===== src/rtl/program_loader.sv =====
// program_loader
//   Writer side of the instruction RAM. Receives a framed program image as a
//   byte stream (LEN_HI, LEN_LO, 4*N data bytes MSB first, CSUM), packs the bytes
//   into big-endian words and writes them through RAM port A starting at
//   BOOT_ADDR. CSUM is the XOR of every preceding byte, length bytes included.
//   The CPU is held in reset until a complete frame with a good checksum lands.
// Ports
//   clk, rst        clock (rising edge), asynchronous active-high reset
//   rx_data/valid   incoming byte stream; accepted when rx_valid & rx_ready
//   rx_ready        high while a frame can be received (LEN_HI..CHECK)
//   reload          one-cycle pulse in DONE/ERROR starts a new load
//   ram_we_a        port A write pulse, one cycle after a word's last byte
//   ram_addr_a      port A word address
//   ram_wdata_a     port A write data
//   cpu_rst         CPU reset, low only in DONE
//   done / error    image good / checksum, oversize length or timeout
module program_loader #(
   parameter int unsigned ADDR_WIDTH = 9,
   parameter int unsigned WORD_WIDTH = 32,
   parameter logic [31:0] BOOT_ADDR  = 32'h00000000,
   parameter int unsigned TIMEOUT    = 1000000
) (
   input  logic                  clk,
   input  logic                  rst,
   input  logic [7:0]            rx_data,
   input  logic                  rx_valid,
   output logic                  rx_ready,
   input  logic                  reload,
   output logic                  ram_we_a,
   output logic [ADDR_WIDTH-1:0] ram_addr_a,
   output logic [WORD_WIDTH-1:0] ram_wdata_a,
   output logic                  cpu_rst,
   output logic                  done,
   output logic                  error
);

   localparam int unsigned          TO_W      = $clog2(TIMEOUT + 1);
   localparam logic [TO_W-1:0]      TO_LAST   = TO_W'(TIMEOUT - 1);
   localparam logic [16:0]          MAX_WORDS = 17'(2 ** ADDR_WIDTH);
   localparam logic [ADDR_WIDTH-1:0] BOOT     = BOOT_ADDR[ADDR_WIDTH-1:0];

   typedef enum logic [2:0] {
      S_LEN_HI,
      S_LEN_LO,
      S_DATA,
      S_CHECK,
      S_DONE,
      S_ERROR
   } state_t;

   state_t                  state_q, state_d;
   logic [15:0]             count_q, count_d;
   logic [15:0]             words_q, words_d;
   logic [1:0]              bytes_q, bytes_d;
   logic [7:0]              csum_q, csum_d;
   logic [WORD_WIDTH-1:0]   word_q, word_d;
   logic [WORD_WIDTH-1:0]   wdata_q, wdata_d;
   logic [ADDR_WIDTH-1:0]   addr_q, addr_d;
   logic                    we_q, we_d;
   logic [TO_W-1:0]         to_q, to_d;

   logic                    accept;
   logic                    timing;
   logic [15:0]             len_full;

   always_ff @(posedge clk or posedge rst) begin
      if (rst) begin
         state_q <= S_LEN_HI;
         count_q <= '0;
         words_q <= '0;
         bytes_q <= '0;
         csum_q  <= '0;
         word_q  <= '0;
         wdata_q <= '0;
         addr_q  <= BOOT;
         we_q    <= 1'b0;
         to_q    <= '0;
      end else begin
         state_q <= state_d;
         count_q <= count_d;
         words_q <= words_d;
         bytes_q <= bytes_d;
         csum_q  <= csum_d;
         word_q  <= word_d;
         wdata_q <= wdata_d;
         addr_q  <= addr_d;
         we_q    <= we_d;
         to_q    <= to_d;
      end
   end

   assign rx_ready = (state_q != S_DONE) && (state_q != S_ERROR);
   assign accept   = rx_valid && rx_ready;
   assign timing   = (state_q == S_LEN_LO) || (state_q == S_DATA) || (state_q == S_CHECK);
   assign len_full = {count_q[15:8], rx_data};

   always_comb begin
      state_d = state_q;
      count_d = count_q;
      words_d = words_q;
      bytes_d = bytes_q;
      csum_d  = csum_q;
      word_d  = word_q;
      wdata_d = wdata_q;
      addr_d  = addr_q;
      we_d    = 1'b0;
      to_d    = to_q;

      // Address advances the cycle after the write pulse it belonged to.
      if (we_q) begin
         addr_d = addr_q + 1'b1;
      end

      if (accept) begin
         to_d   = '0;
         csum_d = csum_q ^ rx_data;
      end else if (timing) begin
         if (to_q == TO_LAST) begin
            state_d = S_ERROR;
         end else begin
            to_d = to_q + 1'b1;
         end
      end

      case (state_q)
         S_LEN_HI: begin
            if (accept) begin
               count_d[15:8] = rx_data;
               state_d       = S_LEN_LO;
            end
         end
         S_LEN_LO: begin
            if (accept) begin
               count_d[7:0] = rx_data;
               if ({1'b0, len_full} > MAX_WORDS) begin
                  state_d = S_ERROR;
               end else if (len_full == 16'd0) begin
                  state_d = S_CHECK;
               end else begin
                  state_d = S_DATA;
               end
            end
         end
         S_DATA: begin
            if (accept) begin
               word_d  = {word_q[WORD_WIDTH-9:0], rx_data};
               bytes_d = bytes_q + 1'b1;
               if (bytes_q == 2'd3) begin
                  we_d    = 1'b1;
                  wdata_d = word_d;
                  words_d = words_q + 16'd1;
                  if (words_q + 16'd1 == count_q) begin
                     state_d = S_CHECK;
                  end
               end
            end
         end
         S_CHECK: begin
            if (accept) begin
               state_d = (rx_data == csum_q) ? S_DONE : S_ERROR;
            end
         end
         S_DONE, S_ERROR: begin
            if (reload) begin
               state_d = S_LEN_HI;
               count_d = '0;
               words_d = '0;
               bytes_d = '0;
               csum_d  = '0;
               addr_d  = BOOT;
               to_d    = '0;
            end
         end
         default: state_d = S_LEN_HI;
      endcase
   end

   assign ram_we_a    = we_q;
   assign ram_addr_a  = addr_q;
   assign ram_wdata_a = wdata_q;
   // reload raises cpu_rst in the very cycle it is seen, not one cycle later.
   assign cpu_rst     = (state_q != S_DONE) || reload;
   assign done        = (state_q == S_DONE);
   assign error       = (state_q == S_ERROR);

endmodule

===== config.mk =====
export PLATFORM = sky130hd
export DESIGN_NAME = program_loader
export DESIGN_NICKNAME = d
export VERILOG_FILES = /design/src/rtl/program_loader.sv
export SDC_FILE = /design/constraint.sdc
export NUM_CORES = 1
export LEC_CHECK = 0
export CAP_MARGIN = 10
export CORE_ASPECT_RATIO = 1.75
export CORE_UTILIZATION = 40
export CTS_BUF_LIST = sky130_fd_sc_hd__clkbuf_4
export CTS_CLUSTER_DIAMETER = 120
export DETAILED_ROUTE_END_ITERATION = 12
export HOLD_SLACK_MARGIN = 0.03
export PLACE_DENSITY = 0.67
export SLEW_MARGIN = 20
export SYNTH_ARGS = -nofsm -noshare
export SYNTH_HDL_FRONTEND = slang
export SYNTH_SLANG_ARGS = --single-unit

===== constraint.sdc =====
create_clock -name clk -period 6 [get_ports clk]
set_input_delay 0.9 -clock clk [delete_from_list [all_inputs] [get_ports clk]]
set_output_delay 0.9 -clock clk [all_outputs]
set_load 0.05 [all_outputs]

==> results.toml <==
[outcome]
outcome = "finished, final reports clean"

[clocking]
ctsHoldBuffers = 0
clock_sinks = 131
insertion_delay_ns = 0.55
cts_resized = 0
cts-buffers-inserted = 17
cts_tree = "done"
post_cts_buffers = 0
clockRootBuffer = "clkbuf_4"
clk_pin_slew_ns = 0.14
cts_buffer_depth = 2
htree_levels = 4

[route]
drt-wirelength-per-cell_um = 16.52
firstDrtPassIters = 5
wl_um = 14390
via_per_inst = 5.491
drtAntennaViolNets = 0
drt_iter0_markers = 333
vias = 4783
drc_errors = 0

[place]
io_buffers = 57
dp_hpwl_um = 10110
placement.cell_area_mm2 = 0.006962
routabilityCongestion = 0.8719

[yosys]
synthFlopType = "dfrtp_1"
async_flop_share = 1.000
synth_edf_count = 0
synth_fp_nets = 645
yosysWarnings = 0
yosys.area.top_type_share = 0.5181
ys_types = 56
synth.top_cells.by_area = "dfrtp_1, nand2_1, mux2_2"
yosysSeqAreaShare = 0.5181
ys_seq_elements = 131
yosysTopAreaCell = "dfrtp_1"
syn_inst = 629
syn_avg_cell_area_um2 = 10.06
synth_area_mm2 = 0.006327

[finish]
drive_gt1_frac = 0.1243
layout_common_cells = "dfrtp_1, nand2_1, clkdlybuf4s50_1"
multi_input_area_mm2 = 0.002806
final-seq-area_mm2 = 0.003278
area_growth_pct = 14.65
design_area_mm2 = 0.007254
fin_nets = 687
utilization = 0.4714
fillers = 1380
final_common_cell = "dfrtp_1"

[pwr]
switching_share = 0.3787
p_leak_nw = 3.241
p_int_mw = 1.512
totalPowerFinal_mw = 2.434
p_switching_mw = 0.9217
cellPowerDensity_mw_per_mm2 = 335.5
peakVddDrop_mv = 0.1658
p_clk_frac = 0.241
combPwrFrac = 0.269
seqPwrFrac = 0.490

[sta]
slew-limit-headroom = 0.4232
hold_slack_ns = 0.4710
setup_violations = 0
grt_setup_unrepaired = "false"
fin_setup_tns_ns = 0
fin_crit_ns = 3.307
fmax_ghz = 0.3024
tightest_slew_ns = 0.8642
drv_slew = 0
fin_crit_sh = 0.5512
skew_ns = 0.02554
hold_viol = 0

[die]
io_pins = 58
die_w_um = 97.08
rows = 60
core_mm2 = 0.01539
start_util = 0.4111
die_h_um = 168.4
dieArea_mm2 = 0.01635

[setup_path]
startpoint = "state_q[0]"
required_ns = 5.10
critical_path_class = "flip-flop to output port"
path_cells = "or2b_2, nor2_1, clkdlybuf4s50_1"
r2r_start = "state_q[2]"
slowest_stage = "clkdlybuf4s50_1"
arrival_ns = 2.41
crit_fanout = 12
cp-start-kind = "flip-flop"
end_kind = "output port"
cpPeakStageDelay_ns = 0.80

[global_routing]
grt_use_total = 0.1859
grt_max_degree = 82
grt_pass1_vias = 4845
grt_pass1_wl_um = 24290
overflow = 0
antenna_found_initial = 1

[worst_hold_path]
holdCritStartpoint = "word_q[20]"
min_path_type = "flip-flop to flip-flop"

[flow_run]
drv_cap = 0
## routing by layer
metal	up-vias	track usage	part of all wire
li1	2258	-	-
met1	2383	0.2074	0.38
met2	107	0.3396	0.56
met3	35	0.03196	0.031
met4	0	0.08890	0.028
met5	-	0	0
## sequential cells by signal, summed over array words and instances, names as in the netlist
| register | flops |
|---|---|
| words_q | 16 |
| state_q | 3 |
| to_q | 20 |
| csum_q | 8 |
| ram_addr_a | 9 |
| count_q | 16 |
| word_q | 24 |
| bytes_q | 2 |
| ram_wdata_a | 32 |
| ram_we_a | 1 |
## critical path: cells and delay by family, from the launching register on
kind,cells,cell delay [ns]
flops,1,0.59
buf+inv,1,0.80
simple gates,2,0.48
## logic make-up after synthesis
kind of cell / synth area share
adder cells (fa/ha/maj): 0.007910
buffers and inverters: 0.03915
flip-flops: 0.5181
AO/OA/AOI/OAI: 0.09195
multiplexers: 0.06545
XOR/XNOR: 0.08444
AND/OR/NAND/NOR: 0.1930
## cells in the mapped netlist, drive strengths merged, types with 2 or more instances
cell type	count
or4	2
nand4	12
dfrtp	131
and2	5
inv	11
and4	4
nand4b	2
clkbuf	22
xnor2	36
nor4	12
or2	2
nor2	47
o211ai	2
mux2i	2
nand2	118
o32ai	3
a31oi	2
a21oi	7
mux2	35
nor3	16
xor2	25
buf	16
o21ai	38
and3	6
a22o	17
nand3	23
nand2b	5
o41ai	3
ha	4
o31ai	4
or3	3
## per-stage QoR
stage,instances,worst slack [ns]
after CTS,870,2.678
after global placement,838,2.229
final,871,2.693
after floorplan,629,1.602
after detailed placement,838,2.097
after global routing,871,2.354
## worst paths after layout
path | end | slack [ns] | cells past startpoint
max | error | 2.69 | 3
min | ram_wdata_a[28] | 0.47 | 2
max reg2reg | words_q[7] | 2.98 | 8
min reg2reg | ram_wdata_a[28] | 0.47 | 2
max in group asynchronous | state_q[2] | 4.05 | 3
min in group asynchronous | ram_wdata_a[3] | 0.82 | 2
## power by group through the flow
stage	Combinational, mW	Sequential [mW]	Clock [mW]
detailed placement	0.656	1.21	0
CTS	0.660	1.19	0.605
floorplan	0.525	1.18	0
global route	0.725	1.22	0.644
finish	0.655	1.19	0.587
global placement	0.638	1.20	0
## area by class of cell
cell class | instances | area share
Antenna cell | 1 | 0.0003449
Timing Repair Buffer | 61 | 0.08279
Clock inverter | 15 | 0.02208
Multi-Input combinational cell | 449 | 0.3869
Sequential cell | 131 | 0.4519
Clock buffer | 17 | 0.01759
Tap cell | 186 | 0.03208
Inverter | 11 | 0.006382
Note: power is estimated with default switching activity, not from simulation.
